$ cat src/rtl/vga_pkg.sv
// Shared types and helpers for the VGA test-pattern source: mode encodings,
// index/counter widths and the colour-bar lookup.
package vga_pkg;

    typedef enum logic [1:0] {
        MODE_VBARS   = 2'b00,
        MODE_HBARS   = 2'b01,
        MODE_CHECKER = 2'b10,
        MODE_SOLID   = 2'b11
    } mode_e;

    localparam int COORD_W = 11;
    localparam int IDX_W   = 3;
    localparam int CNT_W   = 11;

    // Table order white, yellow, cyan, green, magenta, red, blue, black maps to
    // r = !idx[1], g = !idx[2], b = !idx[0]; result is right-aligned {r,g,b}.
    function automatic logic [23:0] bar_color(input logic [IDX_W-1:0] idx,
                                              input int r_bits,
                                              input int g_bits,
                                              input int b_bits);
        logic [23:0] r;
        logic [23:0] g;
        logic [23:0] b;
        r = idx[1] ? 24'd0 : ((24'd1 << r_bits) - 24'd1);
        g = idx[2] ? 24'd0 : ((24'd1 << g_bits) - 24'd1);
        b = idx[0] ? 24'd0 : ((24'd1 << b_bits) - 24'd1);
        return (r << (g_bits + b_bits)) | (g << b_bits) | b;
    endfunction

endpackage

$ cat src/rtl/vga_bar_counter.sv
// Bar position tracker: counts LEN steps per bar and N bars per wrap.
// idx_next is the bar index that applies to the step being taken this cycle.
module vga_bar_counter
    import vga_pkg::*;
#(
    parameter int LEN = 80,
    parameter int N   = 8
) (
    input  logic             clk,
    input  logic             rst_n,
    input  logic             load,
    input  logic [IDX_W-1:0] load_idx,
    input  logic [CNT_W-1:0] load_cnt,
    input  logic             adv,
    output logic [IDX_W-1:0] idx,
    output logic [IDX_W-1:0] idx_next
);

    logic [IDX_W-1:0] idx_q, idx_d;
    logic [CNT_W-1:0] cnt_q, cnt_d;

    always_comb begin
        idx_d = idx_q;
        cnt_d = cnt_q;
        if (load) begin
            idx_d = load_idx;
            cnt_d = load_cnt;
        end else if (adv) begin
            if (cnt_q == CNT_W'(LEN - 1)) begin
                cnt_d = '0;
                idx_d = (idx_q == IDX_W'(N - 1)) ? '0 : idx_q + 1'b1;
            end else begin
                cnt_d = cnt_q + 1'b1;
            end
        end
    end

    always_ff @(posedge clk or negedge rst_n) begin
        if (!rst_n) begin
            idx_q <= '0;
            cnt_q <= '0;
        end else begin
            idx_q <= idx_d;
            cnt_q <= cnt_d;
        end
    end

    assign idx      = idx_q;
    assign idx_next = idx_d;

endmodule

$ cat src/rtl/vga_pattern_gen.sv
// Registered VGA test-pattern source (vertical/horizontal bars, checker, solid).
// Define VGA_PAT_SCROLL_EN to scroll the pattern horizontally once per frame.
module vga_pattern_gen
    import vga_pkg::*;
#(
    parameter int  R_BITS      = 3,
    parameter int  G_BITS      = 3,
    parameter int  B_BITS      = 2,
    parameter int  H_ACTIVE    = 640,
    parameter int  V_ACTIVE    = 480,
    parameter int  NUM_BARS    = 8,
    parameter int  CHECK_LOG2  = 5,
    parameter int  SCROLL_STEP = 1,
    localparam int COLOR_DEPTH = R_BITS + G_BITS + B_BITS
) (
    input  logic                   clk,
    input  logic                   rst_n,
    input  logic [1:0]             mode,
    input  logic [COLOR_DEPTH-1:0] solid_rgb,
    input  logic [COORD_W-1:0]     row,
    input  logic [COORD_W-1:0]     col,
    input  logic                   output_valid,
    input  logic                   frame_start,
    output logic [COLOR_DEPTH-1:0] rgb,
    output logic                   rgb_valid
);

    localparam int BAR_W = H_ACTIVE / NUM_BARS;
    localparam int BAR_H = V_ACTIVE / NUM_BARS;
    localparam int EXT_W = COORD_W + 1;

    generate
        if (NUM_BARS < 1 || NUM_BARS > 8) begin : g_bad_bars
            $error("NUM_BARS must be in 1..8");
        end
        if (H_ACTIVE % NUM_BARS != 0) begin : g_bad_h
            $error("H_ACTIVE must be a multiple of NUM_BARS");
        end
        if (V_ACTIVE % NUM_BARS != 0) begin : g_bad_v
            $error("V_ACTIVE must be a multiple of NUM_BARS");
        end
        if (SCROLL_STEP < 1 || SCROLL_STEP >= BAR_W) begin : g_bad_step
            $error("SCROLL_STEP must be in 1..BAR_W-1");
        end
    endgenerate

    mode_e                  mode_q;
    logic [COLOR_DEPTH-1:0] solid_q;
    logic [COLOR_DEPTH-1:0] rgb_q, rgb_d;
    logic                   rgb_valid_q;

    logic [COORD_W-1:0] offset;
    logic [IDX_W-1:0]   start_idx;
    logic [CNT_W-1:0]   start_cnt;

`ifdef VGA_PAT_SCROLL_EN
    logic [COORD_W-1:0] offset_q, offset_d;
    logic [IDX_W-1:0]   start_idx_q, start_idx_d;
    logic [CNT_W-1:0]   start_cnt_q, start_cnt_d;
    logic [EXT_W-1:0]   off_sum;
    logic [CNT_W:0]     cnt_sum;

    // Offset and the line-start counter phase advance together so the bar
    // counter starts each line exactly where ec = offset lands.
    always_comb begin
        off_sum     = {1'b0, offset_q} + EXT_W'(SCROLL_STEP);
        offset_d    = off_sum[COORD_W-1:0];
        if (off_sum >= EXT_W'(H_ACTIVE)) begin
            offset_d = COORD_W'(off_sum - EXT_W'(H_ACTIVE));
        end
        cnt_sum     = {1'b0, start_cnt_q} + (CNT_W + 1)'(SCROLL_STEP);
        start_cnt_d = cnt_sum[CNT_W-1:0];
        start_idx_d = start_idx_q;
        if (cnt_sum >= (CNT_W + 1)'(BAR_W)) begin
            start_cnt_d = CNT_W'(cnt_sum - (CNT_W + 1)'(BAR_W));
            start_idx_d = (start_idx_q == IDX_W'(NUM_BARS - 1)) ? '0 : start_idx_q + 1'b1;
        end
    end

    always_ff @(posedge clk or negedge rst_n) begin
        if (!rst_n) begin
            offset_q    <= '0;
            start_idx_q <= '0;
            start_cnt_q <= '0;
        end else if (frame_start) begin
            offset_q    <= offset_d;
            start_idx_q <= start_idx_d;
            start_cnt_q <= start_cnt_d;
        end
    end

    assign offset    = offset_q;
    assign start_idx = start_idx_q;
    assign start_cnt = start_cnt_q;
`else
    assign offset    = '0;
    assign start_idx = '0;
    assign start_cnt = '0;
`endif

    logic [EXT_W-1:0]   ec_sum;
    logic [COORD_W-1:0] ec;

    always_comb begin
        ec_sum = {1'b0, col} + {1'b0, offset};
        ec     = ec_sum[COORD_W-1:0];
        if (ec_sum >= EXT_W'(H_ACTIVE)) begin
            ec = COORD_W'(ec_sum - EXT_W'(H_ACTIVE));
        end
    end

    logic             h_load, h_adv, v_load, v_adv;
    logic [IDX_W-1:0] h_idx, h_idx_next, v_idx, v_idx_next;

    assign h_load = output_valid && (col == '0);
    assign h_adv  = output_valid && !h_load;
    assign v_load = h_load && (row == '0);
    assign v_adv  = h_load && (row != '0);

    vga_bar_counter #(.LEN(BAR_W), .N(NUM_BARS)) u_hcnt (
        .clk      (clk),
        .rst_n    (rst_n),
        .load     (h_load),
        .load_idx (start_idx),
        .load_cnt (start_cnt),
        .adv      (h_adv),
        .idx      (h_idx),
        .idx_next (h_idx_next)
    );

    vga_bar_counter #(.LEN(BAR_H), .N(NUM_BARS)) u_vcnt (
        .clk      (clk),
        .rst_n    (rst_n),
        .load     (v_load),
        .load_idx ('0),
        .load_cnt ('0),
        .adv      (v_adv),
        .idx      (v_idx),
        .idx_next (v_idx_next)
    );

    // Registered indices are not needed here; the output stage uses idx_next.
    logic unused_idx;
    assign unused_idx = ^{h_idx, v_idx};

    logic in_active;
    logic chk_dark;

    assign in_active = (col < COORD_W'(H_ACTIVE)) && (row < COORD_W'(V_ACTIVE));
    assign chk_dark  = ec[CHECK_LOG2] ^ row[CHECK_LOG2];

    always_comb begin
        rgb_d = '0;
        if (output_valid && in_active) begin
            unique case (mode_q)
                MODE_VBARS:   rgb_d = COLOR_DEPTH'(bar_color(h_idx_next, R_BITS, G_BITS, B_BITS));
                MODE_HBARS:   rgb_d = COLOR_DEPTH'(bar_color(v_idx_next, R_BITS, G_BITS, B_BITS));
                MODE_CHECKER: rgb_d = chk_dark ? '0 : '1;
                MODE_SOLID:   rgb_d = solid_q;
            endcase
        end
    end

    // Mode/colour latch at frame boundary; the coincident pixel still sees the old values.
    always_ff @(posedge clk or negedge rst_n) begin
        if (!rst_n) begin
            mode_q      <= MODE_VBARS;
            solid_q     <= '0;
            rgb_q       <= '0;
            rgb_valid_q <= 1'b0;
        end else begin
            if (frame_start) begin
                mode_q  <= mode_e'(mode);
                solid_q <= solid_rgb;
            end
            rgb_q       <= rgb_d;
            rgb_valid_q <= output_valid;
        end
    end

    assign rgb       = rgb_q;
    assign rgb_valid = rgb_valid_q;

endmodule

$ cat config.mk
export PLATFORM = sky130hd
export DESIGN_NAME = vga_pattern_gen
export DESIGN_NICKNAME = d
export VERILOG_FILES = /design/src/rtl/vga_pkg.sv /design/src/rtl/vga_bar_counter.sv /design/src/rtl/vga_pattern_gen.sv
export SDC_FILE = /design/constraint.sdc
export NUM_CORES = 1
export LEC_CHECK = 0
export ABC_AREA = 0
export BUFFER_PORTS_ARGS = -buffer_cell sky130_fd_sc_hd__buf_2
export CAP_MARGIN = 20
export CORE_ASPECT_RATIO = 0.6
export CORE_MARGIN = 2
export CORE_UTILIZATION = 55
export CTS_CLUSTER_DIAMETER = 120
export DETAILED_ROUTE_END_ITERATION = 10
export PLACE_DENSITY = 0.88
export SLEW_MARGIN = 20
export SYNTH_ARGS = -nofsm -noshare
export SYNTH_HDL_FRONTEND = slang
export SYNTH_SLANG_ARGS = --single-unit
$ cat constraint.sdc
create_clock -name clk -period 2.6 [get_ports clk]
set_input_delay 0.13 -clock clk [delete_from_list [all_inputs] [get_ports clk]]
set_output_delay 0.13 -clock clk [all_outputs]
set_load 0.05 [all_outputs]
==> run_results.csv, run 1 <==
group,metric,value,unit
cts,cts_tree,"yes",
floorplanning,fp.dieH,55.98,um
drt,route.detailed.drc,0,
setup_path,cp_top_family,"compound AO/OA/AOI/OAI gates",
drt,wl_per_cell,16.59,um
timing,finalMaxSlewViolations,0,
grt,grt_pass1_vias,2088,
finish,fin_nets,332,
setup_path,crit_buf_inv,0,
setup_path,r2r-start,"u_vcnt.cnt_q[9]",
drt,met1Wirelength,2.704,mm
grt,gr-total-overflow,0,
timing,rsz0062_at_grt,"false",
yosys,synth_area,2476,um2
drt,drtIter0Drc,208,
yosys,ys.flop_type,"dfrtp_1",
floorplanning,die_area,5072,um2
timing,fin_crit_sh,0.8418,
cts,clock_latency,0.30,ns
outcome,outcome,"completed",
place,place_area,2778,um2
finish,drive_gt1_frac,0.2715,
setup_path,worstPathRequired,2.79,ns
drt,antenna_left,0,
cts,root_buffer,"clkbuf_8",
place,dp_hpwl,4.354,mm
yosys,synth_enable_flop_cells,0,
cts,cts_setup_buffers,0,
yosys,synth.largest_area_cell,"dfrtp_1",
yosys,avgSynthCellArea,10.27,um2
setup_path,slowest_delay,0.55,ns
setup_path,path_cells,"or4_1 -> nor4_2 -> o21ai_1 -> a221o_1 -> a221oi_1",
cts,cts-resized-gates,0,
timing,setup_viol,0,
place,gp_congestion,0.8443,
cts,numClockSinks,47,
yosys,yosysTopAreaCellShare,0.4750,
timing,worstMarginPinSlew,0.9174,ns
place,port_buffers,44,
timing,hold_viol_final,0,
drt,drt_wl_total,5.823,mm
drt,wl_met3,372,um
timing,fmax,456.9,MHz
yosys,syn_nets,283,
drt,firstDrtPassIters,4,
setup_path,cp.depth,5,
cts,clk_pin_slew,0.09,ns
grt,grt_max_degree,48,
setup_path,slowest_stage,"or4_1",
setup_path,reg2reg_to,"rgb[4]",
yosys,synth_cell_type_count,40,
setup_path,critPathCapture,"rgb[4]",
timing,finalSetupTns,0,ns
floorplanning,die_w,90.62,um
hold_path,worstHoldPathType,"primary input to flip-flop",
pwr,ir_worst_vdd,307.5,uV
yosys,synth.ff_latch_count,47,
job,timing.max_cap.violations,0,
yosys,synthArstFlopShare,1.000,
yosys,ys_warn_count,0,
floorplanning,core_area,4212,um2
drt,viasPerCell,6.077,
pwr,power_density,581.7,nW/um2
finish,fin_area,2894,um2
yosys,synth_cells,241,
setup_path,arrival,2.38,ns
setup_path,critPathLaunch,"u_vcnt.cnt_q[9]",
finish,area_growth,16.88,%
floorplanning,num_rows,18,
hold_path,whs_path_depth,2,
floorplanning,start_util,0.5879,
timing,fin_crit,2.189,ns
setup_path,path_max_fanout,6,
grt,grt_util_all_layers,0.2415,
pwr,leakagePower,1.416,nW
timing,skew,0.01068,ns
grt,antenna_found_initial,0,
drt,top_layer,"met4",
finish,num_antenna_cells,0,
setup_path,crit_path_start_kind,"flip-flop",
setup_path,endpoint_kind,"flip-flop",
cts,cts_hold_buf,0,
drt,num_vias,2133,
cts,ctsLongestPathBuffers,2,
setup_path,worstSetupPathType,"flip-flop to flip-flop",
grt,grt_pass1_wl,9.784,mm
yosys,synthTopCellsByArea,"dfrtp_1 47%, mux2_2 5.9%, nand2_1 5.6%, o31ai_1 3.6%, ha_1 3.0%",
floorplanning,ioPinCount,45,
cts,numCtsBuffers,5,
drt,wl_met2,2.662,mm
timing,max_slew_margin,0.3837,
cts,h-tree-depth,2,
setup_path,reg2reg_depth,5,
yosys,yosysSeqAreaShare,0.4750,
setup_path,r2r_slack,0.41,ns
==> metrics by stage <==
step                  util  cells  setup slack (ns)  power (W)  hold WS [ns]
detailed placement  0.6595    342            0.3992   0.001203        0.3664
global placement    0.6595    342            0.4717   0.001183        0.3611
global route        0.6872    351            0.2937   0.001768       0.05203
finish              0.6872    351            0.4114   0.001683       0.05492
CTS                 0.6842    350            0.4156   0.001684       0.04827
floorplan                -    241            0.5119   0.001091       -0.1656
==> sequential cells by signal, indices dropped and copies added (netlist names) <==
| name | count |
|---|---|
| u_hcnt.cnt_q | 11 |
| u_vcnt.cnt_q | 11 |
| rgb | 8 |
| solid_q | 8 |
| u_hcnt.idx | 3 |
| u_vcnt.idx | 3 |
| mode_q | 2 |
| rgb_valid | 1 |
==> worst reg2reg max path, stage by stage (launching register included) <==
cell and delay, ns:
dfrtp_1 0.40, or4_1 0.55, nor4_2 0.20, o21ai_1 0.20, a221o_1 0.43, a221oi_1 0.30
==> cell usage after synthesis, drive strengths merged (2+ instances only) <==
library cell	instances
dfrtp	47
nand2	37
mux2	13
nand3	13
o21ai	13
o31ai	13
a21o	9
a221oi	8
and3	8
nor4	8
clkbuf	7
nor2	7
nor3	7
ha	6
inv	5
nand2b	4
a22o	3
and2	3
o22ai	3
or3	3
or4	3
xnor2	3
xor2	3
a221o	2
mux2i	2
nand4	2
nor3b	2
o41ai	2
==> power breakdown <==
| part | internal (W) | switching, W | total [W] |
|---|---|---|---|
| registers | 0.000812 | 0.0000984 | 0.000910 |
| clock network | 0.000242 | 0.000245 | 0.000487 |
| logic | 0.000131 | 0.000155 | 0.000286 |
==> logic make-up after synthesis <==
kind of cell / count (synthesis) / synth area share
buf+inv: 13 / 0.02274
simple gates: 99 / 0.2208
flops: 47 / 0.4750
mux: 15 / 0.06721
compound gates: 55 / 0.1627
xor+xnor: 6 / 0.02123
fa+ha+maj: 6 / 0.03032
==> worst min path at each step <==
stage	start	to	slack, ns
2_1_floorplan	rst_n	mode_q[0]	-0.17
4_1_cts	rst_n	u_hcnt.cnt_q[10]	0.05
5_1_grt	solid_rgb[3]	solid_q[3]	0.05
3_5_place_dp	rst_n	u_vcnt.cnt_q[2]	0.37
3_3_place_gp	solid_rgb[2]	solid_q[2]	0.36
6_report	solid_rgb[3]	solid_q[3]	0.05
==> layout make-up <==
| type | count | area (um2) |
|---|---|---|
| Fill cell | 324 | 1318 |
| Clock inverter | 1 | 7.507 |
| Multi-Input combinational cell | 181 | 1250 |
| Timing Repair Buffer | 50 | 270.3 |
| Clock buffer | 7 | 96.34 |
| Inverter | 5 | 18.77 |
| Sequential cell | 47 | 1176 |
| Tap cell | 60 | 75.07 |
==> per-layer routing <==
layer,track usage,vias to the layer above
li1,-,1001
met3,0.05014,10
met5,0,-
met4,0.07912,0
met1,0.3474,1041
met2,0.3667,81
==> placed cells by master, fill, tap and decap left out, types with 4 or more instances in the layout <==
cell type / synthesis / layout
nand2_1: 37 / 37
dfrtp_1: 47 / 47
clkbuf_8: 0 / 7
ha_1: 6 / 6
o31ai_1: 12 / 12
inv_1: 5 / 5
nand3_1: 13 / 13
a21o_1: 9 / 9
a221oi_1: 8 / 8
nor3_1: 6 / 6
buf_2: 0 / 43
mux2_2: 13 / 13
nor2_1: 7 / 7
nor4_1: 5 / 4
buf_4: 0 / 6
nand2b_1: 4 / 4
o21ai_1: 5 / 5
o21ai_0: 8 / 8
and3_1: 8 / 8
Power figures use the tool's default switching activity.
==> run 2, diff against run 1 <==
- ABC_AREA: 0 -> 1
- CORE_UTILIZATION: 55 -> 56
- clock period: 2.6 -> 2.1 ns (I/O delays scaled with it)
==> run_results.csv, run 2 <==
group,metric,value,unit
outcome,outcome,"completed",
setup_path,slowest_stage,"dfrtp_1",
grt,grt_pass1_wl,9.949,mm
grt,grt_max_degree,20,
pwr,leakagePower,1.617,nW
cts,root_buffer,"clkbuf_8",
yosys,synthTopCellsByArea,"dfrtp_1 44%, nand2_1 11%, inv_1 5.1%, nor2_1 5.1%, nand3_1 3.2%",
floorplanning,die_area,5364,um2
yosys,synth_common_cells,"77 x nand2_1, 47 x dfrtp_1, 36 x inv_1, 36 x nor2_1, 17 x nand3_1",
place,gp_congestion,0.9002,
drt,wl_per_cell,13.66,um
drt,route.detailed.drc,0,
floorplanning,fp.dieH,57.54,um
cts,ctsLongestPathBuffers,2,
setup_path,slowest_delay,0.43,ns
drt,antenna_left,0,
pwr,ir_worst_vdd,496.0,uV
finish,num_antenna_cells,0,
grt,antenna_found_initial,0,
grt,grt_pass1_vias,2143,
timing,fin_crit,1.748,ns
yosys,syn_nets,372,
setup_path,arrival,1.99,ns
timing,fmax,571.9,MHz
setup_path,worstPathRequired,2.34,ns
timing,skew,0.005372,ns
cts,cts_setup_buffers,0,
finish,final_core_util,0.6643,
yosys,synth.largest_area_cell,"dfrtp_1",
timing,rsz0062_at_grt,"false",
timing,finalMaxSlewViolations,0,
setup_path,critPathLaunch,"u_vcnt.cnt_q[0]",
timing,hold_viol_final,0,
yosys,yosysTopAreaCellShare,0.4397,
setup_path,r2r-start,"u_vcnt.cnt_q[0]",
job,timing.max_cap.violations,0,
yosys,synthArstFlopShare,1.000,
drt,num_vias,2348,
floorplanning,die_w,93.23,um
yosys,yosysSeqAreaShare,0.4397,
floorplanning,core_area,4588,um2
setup_path,worstSetupPathType,"flip-flop to flip-flop",
cts,clk_pin_slew,0.09,ns
finish,final_cell_mix,"77 x nand2_1, 47 x dfrtp_1, 44 x buf_2",
floorplanning,ioPinCount,45,
timing,setup_viol,0,
timing,max_slew_margin,0.6327,
place,dp_hpwl,4.798,mm
drt,drt_wl_total,6.053,mm
timing,worstMarginPinSlew,0.5473,ns
floorplanning,num_rows,19,
setup_path,crit_path_start_kind,"flip-flop",
floorplanning,start_util,0.5830,
place,port_buffers,44,
yosys,synth.ff_latch_count,47,
hold_path,worstHoldStart,"solid_rgb[6]",
timing,holdWs,0.0005093,ns
cts,cts_tree,"yes",
yosys,synth_enable_flop_cells,0,
yosys,synth_cell_type_count,41,
cts,cts_hold_buf,1,
finish,area_growth,13.94,%
finish,top_regs,"u_hcnt.cnt_q x11, u_vcnt.cnt_q x11",
setup_path,path_cells,"ha_1 -> nand2_1 -> nor2_1 -> o211ai_1 -> nand3_1 -> nand3_1 -> nand2_1 -> inv_1 -> nor2_1",
finish,final_common_cell,"nand2_1",
finish,layoutNonFillerInstCount,443,
cts,cts-resized-gates,0,
hold_path,worstHoldPathType,"primary input to flip-flop",
yosys,ys.flop_type,"dfrtp_1",
cts,numCtsBuffers,5,
finish,fin_nets,421,
grt,grt_util_all_layers,0.2451,
yosys,avgSynthCellArea,8.106,um2
cts,numClockSinks,47,
yosys,ys_warn_count,0,
place,dp.cells,434,
pwr,p_total,0.002110,W
finish,drive_gt1_frac,0.2605,
pwr,power_density,692.3,nW/um2
yosys,synth_area,2675,um2
yosys,synth_most_common_cell,"nand2_1",
timing,finalSetupTns,0,ns
yosys,synth_cells,330,
timing,fin_crit_sh,0.8326,
cts,clock_latency,0.31,ns
cts,h-tree-depth,2,
drt,firstDrtPassIters,4,
grt,gr-total-overflow,0,
drt,viasPerCell,5.300,
drt,drtIter0Drc,202,
setup_path,endpoint_kind,"flip-flop",
setup_path,path_max_fanout,5,
-- run 2: changes by cell type in the layout (fill, tap and decap cells not counted), moves of 9 or more --
cell	delta
a21o_1	-9
inv_1	+31
inv_2	+11
nand2_1	+40
nor2_1	+29
o31ai_1	-12
-- run 2: final timing paths --
path / endpoint / slack (ns) / cells after the start
setup / recovery: rgb[0] / 0.35 / 9
hold / removal: solid_q[6] / 0.0005 / 3
setup reg to reg: rgb[0] / 0.35 / 9
hold reg to reg: solid_q[1] / 0.53 / 1
max in group asynchronous: u_vcnt.idx[0] / 1.27 / 3
min in group asynchronous: u_hcnt.cnt_q[2] / 0.26 / 2
-- run 2: per-stage QoR --
step / setup slack (ns) / cell area, um2
2_1_floorplan: 0.6401 / 2675
3_3_place_gp: 0.5745 / 2957
3_5_place_dp: 0.4530 / 2957
4_1_cts: 0.4215 / 3048
5_1_grt: 0.2436 / 3048
6_report: 0.3516 / 3048
-- run 2: metal layers --
layer / wire length (um) / up-vias / global-route usage
li1: - / 1156 / -
met1: 2902 / 1079 / 0.3765
met2: 2534 / 105 / 0.3443
met3: 544 / 8 / 0.05548
met4: 72 / 0 / 0.07983
met5: 0 / - / 0
-- run 2: logic make-up after synthesis --
group,Yosys count,synth area share
xor gates and xnor gates,9,0.02947
DFF,47,0.4397
buffers and inverters,55,0.08372
adders and majority gates,6,0.02806
AOI/OAI and AO/OA,37,0.07858
muxes,7,0.02947
and+or+nand+nor,169,0.3110
-- run 2: report_power, final --
part | internal [W] | total, W | switching (W)
combinational | 0.000189 | 0.000481 | 0.000293
sequential | 0.000994 | 0.00109 | 0.0000983
clock | 0.000234 | 0.000537 | 0.000303
-- run 2: cell type report --
class | instances | area (um2)
Fill cell | 360 | 1540
Sequential cell | 47 | 1176
Clock buffer | 7 | 76.32
Clock inverter | 1 | 5.005
Multi-Input combinational cell | 228 | 1275
Inverter | 50 | 191.4
Timing Repair Buffer | 47 | 245.2
Tap cell | 63 | 78.83
-- run 2: critical path: cells and delay by family (launching register included) --
kind            cells  cell delay (ns)
flops               1             0.43
compound gates      1             0.13
fa+ha+maj           1             0.23
buf+inv             1             0.06
simple gates        6             0.83
==> run 3, diff against run 2 <==
- ABC_AREA: 1 -> 0
- CORE_UTILIZATION: 56 -> 50
- PLACE_DENSITY: 0.88 -> 0.85
- clock period: 2.1 -> 1.5 ns (I/O delays scaled with it)
==> run_results.csv, run 3 (synthesized netlist as in run 1, its figures left out) <==
group,metric,value,unit
grt,gr-total-overflow,0,
finish,final_cell_mix,"66 x buf_4, 47 x dfrtp_1, 44 x buf_2",
outcome,outcome,"complete, but fails checks",
drt,wl_per_cell,23.97,um
setup_path,arrival,2.35,ns
floorplanning,ioPinCount,45,
drt,antenna_left,0,
setup_path,r2r-start,"u_vcnt.cnt_q[9]",
pwr,switchingPower,0.001316,W
pwr,power_density,994.3,nW/um2
floorplanning,fp.dieH,58.51,um
drt,viasPerCell,6.578,
cts,clk_pin_slew,0.09,ns
hold_path,whs_path_depth,2,
finish,area_growth,60.49,%
pwr,p_int,0.002635,W
pwr,leakagePower,1.904,nW
floorplanning,num_rows,19,
timing,max_slew_margin,0.3210,
place,dp.cells,401,
hold_path,worstHoldStart,"solid_rgb[5]",
finish,layoutNonFillerInstCount,436,
setup_path,critPathLaunch,"u_vcnt.cnt_q[9]",
setup_path,reg2reg_to,"rgb[4]",
drt,drt_wl_total,10.45,mm
finish,num_antenna_cells,0,
setup_path,r2r_slack,-0.69,ns
cts,numClockSinks,47,
cts,numCtsBuffers,5,
finish,top_regs,"u_hcnt.cnt_q x11, u_vcnt.cnt_q x11",
setup_path,slowest_delay,0.56,ns
outcome,failed_checks,"setup timing",
pwr,power_frac_clock,0.286,
finish,n_fill_cell,206,
timing,finalMaxSlewViolations,0,
pwr,ir_worst_vdd,928.3,uV
drt,firstDrtPassIters,4,
floorplanning,die_w,94.85,um
pwr,swShare,0.3330,
finish,drive_gt1_frac,0.5416,
drt,drtIter0Drc,351,
setup_path,crit_path_start_kind,"flip-flop",
cts,clock_latency,0.31,ns
timing,fin_crit,2.187,ns
job,timing.max_cap.violations,0,
cts,h-tree-depth,2,
timing,skew,0.009311,ns
setup_path,endpoint_kind,"flip-flop",
finish,fin_nets,414,
grt,antenna_found_initial,0,
timing,fin_crit_sh,1.458,
drt,route.detailed.drc,0,
setup_path,path_max_fanout,4,
grt,grt_util_all_layers,0.3145,
timing,worstMarginPinSlew,1.016,ns
timing,rsz0062_at_grt,"true",
floorplanning,die_area,5550,um2
place,dp_hpwl,5.279,mm
timing,fmax,457.3,MHz
place,gp_congestion,0.9099,
cts,ctsLongestPathBuffers,2,
timing,setup_viol,35,
setup_path,path_cells,"or4_4 -> nor4_4 -> buf_4 -> buf_6 -> and3_1 -> a221o_1 -> a221oi_2",
setup_path,worstSetupPathType,"flip-flop to flip-flop",
pwr,combinationalPowerShare,0.324,
finish,fin_area,3974,um2
grt,grt_max_degree,28,
drt,num_vias,2868,
pwr,p_total,0.003951,W
grt,grt_pass1_wl,12.99,mm
place,port_buffers,44,
floorplanning,start_util,0.5314,
setup_path,slowest_stage,"or4_4",
floorplanning,core_area,4659,um2
finish,final_common_cell,"buf_4",
cts,root_buffer,"clkbuf_8",
timing,fin_ws,-0.6868,ns
pwr,seqPwrFrac,0.390,
place,place_area,3269,um2
cts,cts_tree,"yes",
hold_path,worstHoldPathType,"primary input to flip-flop",
setup_path,worstPathRequired,1.66,ns
grt,grt_pass1_vias,2605,
timing,hold_viol_final,0,
hold_path,min_to,"solid_q[5]",
setup_path,reg2reg_depth,7,
[run 3: cell count changes in the layout (fill, tap and decap cells not counted), moves of 7 or more]
cell / before / now
a21o_1: 0 / 9
a21oi_1: 8 / 0
buf_4: 2 / 66
buf_6: 0 / 15
inv_1: 36 / 5
inv_2: 11 / 0
nand2_1: 77 / 35
nor2_1: 36 / 6
o22ai_1: 8 / 0
o31ai_4: 0 / 7
[run 3: worst max-delay path by stage]
stage	end	slack (ns)	cells after the start
after floorplan	rgb[5]	-0.47	5
after global placement	u_vcnt.cnt_q[3]	-0.51	5
after detailed placement	rgb[5]	-0.64	6
after CTS	rgb[5]	-0.54	5
after global routing	rgb[6]	-0.72	7
final	rgb[4]	-0.69	7
[run 3: cell type report]
cell class / count / area (um2) / share of cell area
Multi-Input combinational cell: 181 / 1603 / 0.4033
Sequential cell: 47 / 1176 / 0.2960
Timing Repair Buffer: 132 / 964.7 / 0.2428
Tap cell: 63 / 78.83 / 0.01984
Clock buffer: 6 / 72.57 / 0.01826
Clock inverter: 2 / 60.06 / 0.01511
Inverter: 5 / 18.77 / 0.004723
[run 3: critical path: cells and delay by family, from the launching register on]
kind                   cells  cell delay [ns]
DFF                        1             0.39
buffers and inverters      2             0.28
AOI/OAI and AO/OA          2             0.38
and+or+nand+nor            3             0.97
[run 3: per-layer routing]
layer,GRT usage,wire length [um]
met1,0.4055,3934
met2,0.4873,4893
met3,0.1063,1067
met4,0.1429,555
met5,0,0
[run 3: metrics by stage]
stage	TNS (ns)	utilization	worst slack [ns]	hold slack, ns
after floorplan	-9.474	-	-0.4659	-0.2206
after global placement	-12.99	0.7017	-0.5051	0.07066
after detailed placement	-15.30	0.7017	-0.6442	0.06914
after CTS	-9.012	0.7833	-0.5418	0.001949
after global routing	-15.47	0.8528	-0.7210	0.007373
final	-14.05	0.8528	-0.6868	0.004607
[run 3: power by group through the flow]
stage / combinational, W / clock [W] / sequential [W]
after floorplan: 0.000367 / 0 / 0.00156
after global placement: 0.000823 / 0 / 0.00150
after detailed placement: 0.000862 / 0 / 0.00151
after CTS: 0.00100 / 0.00110 / 0.00150
after global routing: 0.00132 / 0.00118 / 0.00155
final: 0.00128 / 0.00113 / 0.00154
[run 3: what timing repair did]
action                     in CTS  in global routing
gates resized for setup        28                 40
buffers inserted                8                 15
pin swaps                      11                 27
hold buffers                    5                  1
hold endpoints to repair       24                  1
setup endpoints to repair      35                 35
